## config.mk

```make
export PLATFORM = sky130hd
export DESIGN_NAME = neuron_unit_seq
export DESIGN_NICKNAME = d
export VERILOG_FILES = /design/src/rtl/neuron_pkg.sv /design/src/rtl/neuron_sat_addsub.sv /design/src/rtl/neuron_unit_seq.sv
export SDC_FILE = /design/constraint.sdc
export NUM_CORES = 1
export LEC_CHECK = 0
export CAP_MARGIN = 15
export CELL_PAD_IN_SITES_DETAIL_PLACEMENT = 0
export CELL_PAD_IN_SITES_GLOBAL_PLACEMENT = 2
export CORE_ASPECT_RATIO = 1.2
export CORE_MARGIN = 10
export CORE_UTILIZATION = 28
export DETAILED_ROUTE_END_ITERATION = 8
export GPL_ROUTABILITY_DRIVEN = 0
export PLACE_DENSITY = 0.9
export SLEW_MARGIN = 0
export SYNTH_ARGS = -nofsm -noshare
export SYNTH_HDL_FRONTEND = slang
export SYNTH_SLANG_ARGS = --single-unit
```

## constraint.sdc

```tcl
create_clock -name clk_i -period 12.1 [get_ports clk_i]
set_clock_uncertainty 0.05 [all_clocks]
set_input_delay 3.63 -clock clk_i [delete_from_list [all_inputs] [get_ports clk_i]]
set_output_delay 3.63 -clock clk_i [all_outputs]
set_load 0.05 [all_outputs]
```

## src/rtl/neuron_pkg.sv

```systemverilog
// Shared types and helpers for the sequential neuron: FSM state encoding,
// reset-mode constants and the signed saturation clip.
package neuron_pkg;

    typedef enum logic [1:0] {
        ST_IDLE  = 2'd0,
        ST_INTEG = 2'd1,
        ST_FIRE  = 2'd2,
        ST_OUT   = 2'd3
    } state_e;

    localparam logic RESET_ABS = 1'b0;
    localparam logic RESET_SUB = 1'b1;

    // Clamp a wide signed value into the w-bit two's complement range.
    function automatic logic signed [31:0] sat_clip(input logic signed [31:0] x,
                                                    input int w);
        logic signed [31:0] hi;
        logic signed [31:0] lo;
        hi = (32'sd1 <<< (w - 1)) - 32'sd1;
        lo = -(32'sd1 <<< (w - 1));
        if (x > hi)
            return hi;
        else if (x < lo)
            return lo;
        else
            return x;
    endfunction

endpackage

```

## src/rtl/neuron_sat_addsub.sv

```systemverilog
// Signed saturating add/subtract of a POT_W operand and a POT_W+1 operand;
// the extra headroom lets unsigned leak magnitudes pass through unharmed.
module neuron_sat_addsub
    import neuron_pkg::*;
#(
    parameter int POT_W = 8
) (
    input  logic signed [POT_W-1:0] a_i,
    input  logic signed [POT_W:0]   b_i,
    input  logic                    sub_i,
    output logic signed [POT_W-1:0] y_o
);

    logic signed [POT_W+1:0] a_x;
    logic signed [POT_W+1:0] b_x;
    logic signed [POT_W+1:0] r;

    always_comb begin
        a_x = (POT_W+2)'(a_i);
        b_x = (POT_W+2)'(b_i);
        r   = sub_i ? (a_x - b_x) : (a_x + b_x);
        y_o = POT_W'(sat_clip(32'(r), POT_W));
    end

endmodule

```

## src/rtl/neuron_unit_seq.sv

```systemverilog
// Sequential neuron: integrates weighted axon events over a time step, then
// applies leak, threshold and reset, and hands the spike out via valid/ready.
module neuron_unit_seq
    import neuron_pkg::*;
#(
    parameter int POT_W       = 8,
    parameter int WEIGHT_W    = 8,
    parameter int NUM_WEIGHTS = 4,
    parameter int SEL_W       = $clog2(NUM_WEIGHTS)
) (
    input  logic                            clk_i,
    input  logic                            rst_ni,
    input  logic                            enable_i,
    input  logic                            clear_i,
    input  logic                            start_i,
    input  logic [NUM_WEIGHTS*WEIGHT_W-1:0] weights_i,
    input  logic [POT_W-1:0]                leak_i,
    input  logic signed [POT_W-1:0]         pos_threshold_i,
    input  logic signed [POT_W-1:0]         neg_threshold_i,
    input  logic signed [POT_W-1:0]         pos_reset_i,
    input  logic signed [POT_W-1:0]         neg_reset_i,
    input  logic                            reset_mode_i,
    input  logic                            axon_valid_i,
    input  logic                            axon_spike_i,
    input  logic [SEL_W-1:0]                axon_sel_i,
    input  logic                            axon_last_i,
    output logic                            axon_ready_o,
    output logic                            spike_valid_o,
    output logic                            spike_o,
    input  logic                            spike_ready_i,
    output logic signed [POT_W-1:0]         potential_o,
    output logic                            busy_o
);

    state_e                  state_q, state_d;
    logic signed [POT_W-1:0] pot_q, pot_d;
    logic                    spike_q, spike_d;

    logic signed [WEIGHT_W-1:0] w_sel;
    logic signed [POT_W:0]      w_ext;
    logic signed [POT_W:0]      leak_ext;
    logic signed [POT_W:0]      pth_ext;
    logic signed [POT_W-1:0]    integ_sum;
    logic signed [POT_W-1:0]    leak_res;
    logic signed [POT_W-1:0]    sub_res;

    // Out-of-range selects fall back to weight type 0.
    always_comb begin
        w_sel = weights_i[WEIGHT_W-1:0];
        for (int k = 1; k < NUM_WEIGHTS; k++) begin
            if (axon_sel_i == SEL_W'(k))
                w_sel = weights_i[k*WEIGHT_W +: WEIGHT_W];
        end
        w_ext    = (POT_W+1)'(sat_clip(32'(w_sel), POT_W));
        leak_ext = $signed({1'b0, leak_i});
        pth_ext  = (POT_W+1)'(pos_threshold_i);
    end

    neuron_sat_addsub #(.POT_W(POT_W)) u_integ (
        .a_i(pot_q), .b_i(w_ext), .sub_i(1'b0), .y_o(integ_sum)
    );

    neuron_sat_addsub #(.POT_W(POT_W)) u_leak (
        .a_i(pot_q), .b_i(leak_ext), .sub_i(1'b1), .y_o(leak_res)
    );

    // Subtract-threshold reset operates on the already-leaked potential.
    neuron_sat_addsub #(.POT_W(POT_W)) u_thr (
        .a_i(leak_res), .b_i(pth_ext), .sub_i(1'b1), .y_o(sub_res)
    );

    always_comb begin
        state_d = state_q;
        pot_d   = pot_q;
        spike_d = spike_q;
        case (state_q)
            ST_IDLE: begin
                if (clear_i)
                    pot_d = '0;
                if (start_i && enable_i)
                    state_d = ST_INTEG;
            end
            ST_INTEG: begin
                if (axon_valid_i) begin
                    if (axon_spike_i)
                        pot_d = integ_sum;
                    if (axon_last_i)
                        state_d = ST_FIRE;
                end
            end
            ST_FIRE: begin
                state_d = ST_OUT;
                spike_d = 1'b0;
                pot_d   = leak_res;
                if (leak_res >= pos_threshold_i) begin
                    spike_d = 1'b1;
                    pot_d   = (reset_mode_i == RESET_SUB) ? sub_res : pos_reset_i;
                end else if (leak_res <= neg_threshold_i) begin
                    pot_d = neg_reset_i;
                end
            end
            ST_OUT: begin
                if (spike_ready_i)
                    state_d = ST_IDLE;
            end
            default: state_d = ST_IDLE;
        endcase
    end

    always_ff @(posedge clk_i or negedge rst_ni) begin
        if (!rst_ni) begin
            state_q <= ST_IDLE;
            pot_q   <= '0;
            spike_q <= 1'b0;
        end else begin
            state_q <= state_d;
            pot_q   <= pot_d;
            spike_q <= spike_d;
        end
    end

    assign axon_ready_o  = (state_q == ST_INTEG);
    assign spike_valid_o = (state_q == ST_OUT);
    assign busy_o        = (state_q != ST_IDLE);
    assign spike_o       = spike_q;
    assign potential_o   = pot_q;

endmodule

```

==> results of run 1 <==
-- power by group through the flow --
stage / Clock, mW / Combinational [mW] / Sequential [mW]
after floorplan: 0 / 0.434 / 0.0828
after global placement: 0 / 0.603 / 0.0639
after detailed placement: 0 / 0.609 / 0.0647
after CTS: 0.0603 / 0.612 / 0.0643
after global routing: 0.0624 / 0.681 / 0.0655
final: 0.0599 / 0.611 / 0.0634
-- per-stage QoR --
step           setup slack [ns]  hold slack (ns)  total power [mW]
2_1_floorplan             4.755           0.5728            0.5172
3_3_place_gp              3.865           0.4745            0.6670
3_5_place_dp              3.681           0.5069            0.6735
4_1_cts                   3.913           0.5160            0.7368
5_1_grt                   3.624           0.5185            0.8092
6_report                  3.926           0.4972            0.7345
-- layout make-up --
type | instances | area (um2) | area share, %
well taps | 123 | 153.9 | 3.982
inverters | 44 | 165.2 | 4.273
repair buffers | 95 | 950.9 | 24.60
flip-flops and latches | 11 | 275.3 | 7.122
multi-input cells | 287 | 2241 | 57.98
clock buffers | 4 | 78.83 | 2.039
-- cells in the mapped netlist (3+ instances only) --
cell,number
nand2b_1,4
a21o_1,4
o31a_1,3
o21a_1,11
fa_1,3
inv_1,44
xnor2_1,9
a31o_2,3
a2bb2oi_1,4
or2_2,5
clkbuf_1,3
nand2_1,23
a31oi_1,3
o211ai_1,6
mux4_2,8
a211oi_1,4
ha_1,39
nor2b_1,6
and3_1,4
nor3_1,5
o2111ai_1,3
nand3_1,6
dfrtp_1,11
a21oi_1,18
o22ai_1,3
and2b_2,3
nor2_1,29
o21ai_0,27
o31ai_1,5
xor2_1,3
o21bai_1,3
-- flip-flops by register name, indices dropped and copies added (netlist names) --
register and flops:
state_q 2, spike_o 1, potential_o 8
-- worst paths after layout --
| check | startpoint | end | slack [ns] | depth (start not counted) |
|---|---|---|---|---|
| max in group asynchronous | rst_ni | potential_o[3] | 8.00 | 1 |
| min in group asynchronous | rst_ni | state_q[1] | 3.67 | 1 |
| min | spike_o | spike_o | 0.50 | 1 |
| min reg2reg | spike_o | spike_o | 0.50 | 1 |
| max | leak_i[0] | potential_o[6] | 3.93 | 17 |
| max reg2reg | potential_o[7] | potential_o[6] | 7.24 | 16 |
-- cell families (layout without fill, tap and decap cells) --
group / Yosys count / count (layout) / share of synthesized area (%)
XOR/XNOR: 13 / 13 / 4.462
AO/OA/AOI/OAI: 121 / 121 / 31.33
flip-flops: 11 / 11 / 10.12
buffers and inverters: 50 / 143 / 7.497
AND/OR/NAND/NOR: 99 / 99 / 18.31
multiplexers: 11 / 11 / 7.774
adder cells (fa/ha/maj): 43 / 43 / 20.52
-- critical path, stage by stage --
cell	delay (ns)
clkdlybuf4s50_1	0.43
ha_1	0.23
fa_1	0.40
nor2b_1	0.17
o211ai_1	0.16
a21oi_2	0.29
xnor2_1	0.14
o21a_1	0.24
o21ai_0	0.45
ha_1	0.34
nor2b_1	0.14
o31a_1	0.28
o22a_2	0.26
o21ba_2	0.31
or3_4	0.40
a21o_1	0.16
a31o_1	0.20
-- metal layers --
metal	track usage, %	part of all wire [%]	vias up
met1	16.06	44	1299
met4	3.144	1.7	0
met5	0	0	-
li1	-	-	1475
met2	21.41	47	102
met3	2.414	7.7	8
==> reports/results.txt, run 1 <==
Final Setup Violations: 0
Mapped Cells: 348
Post-DP Area: 3786 um2
Share of cells above drive strength 1: 8.163%
Pwr Density: 190.1 nW/um2
Drt wl/cell: 16.01 um
Post-CTS Setup Bufs: 0
Final HPWL DP: 8061 um
Tightest Hold Check Type: reg2reg
Final non-filler cell total: 564
Ant diodes: 0
Combinational Power Share: 83.2%
Main synth FF type: dfrtp_1
Sequential share of power: 8.6%
Arrival @ worst endpoint: 8.25 ns
Post-Syn Nets: 474
Synth top area cells: ha_1, dfrtp_1, mux4_2, inv_1, o21ai_0
Post-route design area: 3865 um2
Routed vias: 2884
# rows: 39
Pin slew with the least headroom to its limit: 0.5471 ns
Pint: 0.3544 mW
Sequential area share after synthesis: 10.12%
Final Hold Vio Count: 0
Initial antenna violation count: 0
Worst-Skew Late Latency: 0.24 ns
Synth top area share: 17.94%
DRT iter0 DRCs: 119
Die Footprint: 14070 um2
Crit path launch type: input pin
Clk root buf: clkbuf_16
WS Path Type: in2reg
Placeable Area: 9515 um2
H-tree depth: 1
Yosys reg bits: 11
Layout area overhead: 42.09%
Max-slew headroom: 63.53%
Chip width: 110.0 um
Switch share: 51.76%
RSZ-0062 raised after global routing: false
Average size of a mapped cell: 7.816 um2
Commonest non-fill, non-tap cell in the layout: clkdlybuf4s50_1
CTS Hold Buffers Added: 0
Crit path time final: 8.174 ns
Pins over their slew limit: 0
CTS sink cnt: 11
Filler Cell Count: 991
Fmax: 0.1223 GHz
TNS Setup: 0 ns
Placed insts: 560
Maximum number of pins on one net before global-route repair: 17
Async set or reset register ratio after synthesis: 100.0%
Cell area after synthesis: 2720 um2
Leakage power: 1.682 nW
Post-synth cell types: 65
Maxcap violations: 0
Fin crit share: 67.55%
Ys Warns: 0
Worst Setup End Kind: register
Detail Route Antenna Nets: 0
WL final: 9030 um
GRT Total Usage: 12.70%
Layout Nets: 568
Worst path required time: 12.17 ns
GRT overflow: 0
Status: complete, no violations
CTS tree: done
Worst-path clk slew: 0.04 ns
Post-synth EDFFs: 0
Leading area contributor after synthesis: ha_1
Initial Utilization: 28.59%
Chip Height: 128.0 um
First-pass GRT wire length: 14750 um
CP Max Fanout: 13
Ports: 96
Vias in the first global route: 3020
TritonCTS buffer count: 3
Commonest cells after routing, fill and taps aside: clkdlybuf4s50_1, inv_1, ha_1, nor2_1, o21ai_0
Final Util: 40.62%
Vias/cell: 5.113
DRC viols: 0
Resized Gates After CTS: 0
IO Port Bufs: 95
Psw: 0.3802 mW
Initial DRT Pass Iterations: 4
VDD IR max: 0.08718 mV
Fraction of power consumed by the clock network: 8.2%
CTS max path bufs: 2
Note: power is estimated with default switching activity, not from simulation.
==> run 2: changes to the inputs <==
--- a/config.mk
+++ b/config.mk
@@ -10,10 +10,10 @@
 export CELL_PAD_IN_SITES_GLOBAL_PLACEMENT = 2
 export CORE_ASPECT_RATIO = 1.2
 export CORE_MARGIN = 10
-export CORE_UTILIZATION = 28
+export CORE_UTILIZATION = 23
 export DETAILED_ROUTE_END_ITERATION = 8
 export GPL_ROUTABILITY_DRIVEN = 0
-export PLACE_DENSITY = 0.9
+export PLACE_DENSITY = 0.79
 export SLEW_MARGIN = 0
 export SYNTH_ARGS = -nofsm -noshare
 export SYNTH_HDL_FRONTEND = slang
==> constraint.sdc (replaced) <==
create_clock -name clk_i -period 7.2 [get_ports clk_i]
set_clock_uncertainty 0.05 [all_clocks]
set_input_delay 2.16 -clock clk_i [delete_from_list [all_inputs] [get_ports clk_i]]
set_output_delay 2.16 -clock clk_i [all_outputs]
set_load 0.05 [all_outputs]
==> reports/results.txt, run 2 (synthesis results as in run 1) <==
Ant diodes: 0 (unchanged)
RSZ-0062 raised after global routing: false (unchanged)
Final Setup Violations: 0 (unchanged)
Commonest non-fill, non-tap cell in the layout: clkdlybuf4s50_1 (unchanged)
Layout Nets: 568 (unchanged)
Leakage power: 1.682 nW (unchanged)
# rows: 43 (was 39)
Final Hold Vio Count: 0 (unchanged)
Final Util: 33.78% (was 40.62%)
Crit path launch type: input pin (unchanged)
Placeable Area: 11570 um2 (was 9515 um2)
Layout area overhead: 43.65% (was 42.09%)
First-pass GRT wire length: 15310 um (was 14750 um)
H-tree depth: 1 (unchanged)
DRT iter0 DRCs: 100 (was 119)
GRT Total Usage: 11.03% (was 12.70%)
Die Footprint: 16590 um2 (was 14070 um2)
WL final: 9405 um (was 9030 um)
Worst r2r path cells: 16 (unchanged)
Ports: 96 (unchanged)
Maxcap violations: 0 (unchanged)
Initial antenna violation count: 0 (unchanged)
Initial DRT Pass Iterations: 4 (unchanged)
CTS tree: done (unchanged)
GRT overflow: 0 (unchanged)
Post-route design area: 3908 um2 (was 3865 um2)
Pwr Density: 315.7 nW/um2 (was 190.1 nW/um2)
CTS max path bufs: 2 (unchanged)
Clk root buf: clkbuf_16 (unchanged)
Worst-path clk slew: 0.04 ns (about the same)
Pin slew with the least headroom to its limit: 0.5411 ns (was 0.5471 ns)
Maximum number of pins on one net before global-route repair: 17 (unchanged)
Share of cells above drive strength 1: 8.163% (unchanged)
CTS Hold Buffers Added: 0 (unchanged)
Fin crit share: 91.68%
CP Max Fanout: 13 (unchanged)
Status: complete, no violations (unchanged)
Max FFs per register: 8 (unchanged)
Arrival @ worst endpoint: 6.68 ns (was 8.25 ns)
Worst-Skew Late Latency: 0.24 ns (about the same)
Worst path required time: 7.28 ns (was 12.17 ns)
Final HPWL DP: 8332 um (was 8061 um)
VDD IR max: 0.1259 mV (was 0.08718 mV)
Chip Height: 139.1 um (was 128.0 um)
Routed vias: 2892 (was 2884)
Vias/cell: 4.836 (was 5.113)
Crit path time final: 6.601 ns
Tightest Hold Check Type: reg2reg (unchanged)
Detail Route Antenna Nets: 0 (unchanged)
WS Path Type: in2reg (unchanged)
DRC viols: 0 (unchanged)
Post-DP Area: 3829 um2 (was 3786 um2)
Max-slew headroom: 63.81% (was 63.53%)
Vias in the first global route: 2982 (was 3020)
CTS sink cnt: 11 (unchanged)
Drt wl/cell: 15.73 um (was 16.01 um)
Commonest cells after routing, fill and taps aside: clkdlybuf4s50_1, inv_1, ha_1, nor2_1, o21ai_0 (unchanged)
Fmax: 0.1515 GHz
TNS Setup: 0 ns (unchanged)
Pins over their slew limit: 0 (unchanged)
Resized Gates After CTS: 0 (unchanged)
Worst Setup End Kind: register (unchanged)
Post-CTS Setup Bufs: 0 (unchanged)
IO Port Bufs: 95 (unchanged)
Initial Utilization: 23.52% (was 28.59%)
Chip width: 119.3 um (was 110.0 um)
Hold Crit Depth: 1 (unchanged)
TritonCTS buffer count: 3 (unchanged)
[run 2: final cells by class]
class | instances | area (um2)
Fill cell | 1238 | 7660
Sequential cell | 11 | 275.3
Inverter | 44 | 165.2
Timing Repair Buffer | 95 | 950.9
Tap cell | 157 | 196.4
Multi-Input combinational cell | 287 | 2241
Clock buffer | 4 | 78.83
[run 2: worst paths after layout]
path	from	endpoint	slack (ns)
min	spike_o	spike_o	0.48
min reg2reg	spike_o	spike_o	0.48
max reg2reg	potential_o[7]	potential_o[6]	2.36
min in group asynchronous	rst_ni	state_q[1]	2.22
max	leak_i[0]	potential_o[6]	0.60
max in group asynchronous	rst_ni	potential_o[4]	4.53
[run 2: per-layer routing]
metal	wire [um]	track usage (%)	share of wire, %
met1	4476	14.05	48
met2	4433	19.10	47
met3	432	1.589	4.6
met4	63	2.254	0.67
met5	0	0	0
[run 2: metrics by stage]
stage               setup WS, ns  std cells  total power [mW]  hold slack (ns)
floorplan                  1.325        348            0.8692           0.5728
global placement          0.4100        594             1.129           0.4792
detailed placement        0.3481        594             1.133           0.4764
CTS                       0.5814        598             1.240           0.4851
global route              0.3088        598             1.364           0.5000
finish                    0.5990        598             1.234           0.4828
[run 2: critical path: stages]
cell,delay (ns)
clkdlybuf4s50_1,0.42
ha_1,0.23
fa_1,0.40
nor2b_1,0.16
o211ai_1,0.15
a21oi_2,0.29
xnor2_1,0.14
o21a_1,0.24
o21ai_0,0.41
ha_1,0.34
nor2b_1,0.14
o31a_1,0.28
o22a_2,0.26
o21ba_2,0.31
or3_4,0.39
a21o_1,0.16
a31o_1,0.19
[run 2: power by group]
part	internal, mW	switching (mW)
clock	0.0743	0.0268
sequential	0.0820	0.0242
combinational	0.439	0.587
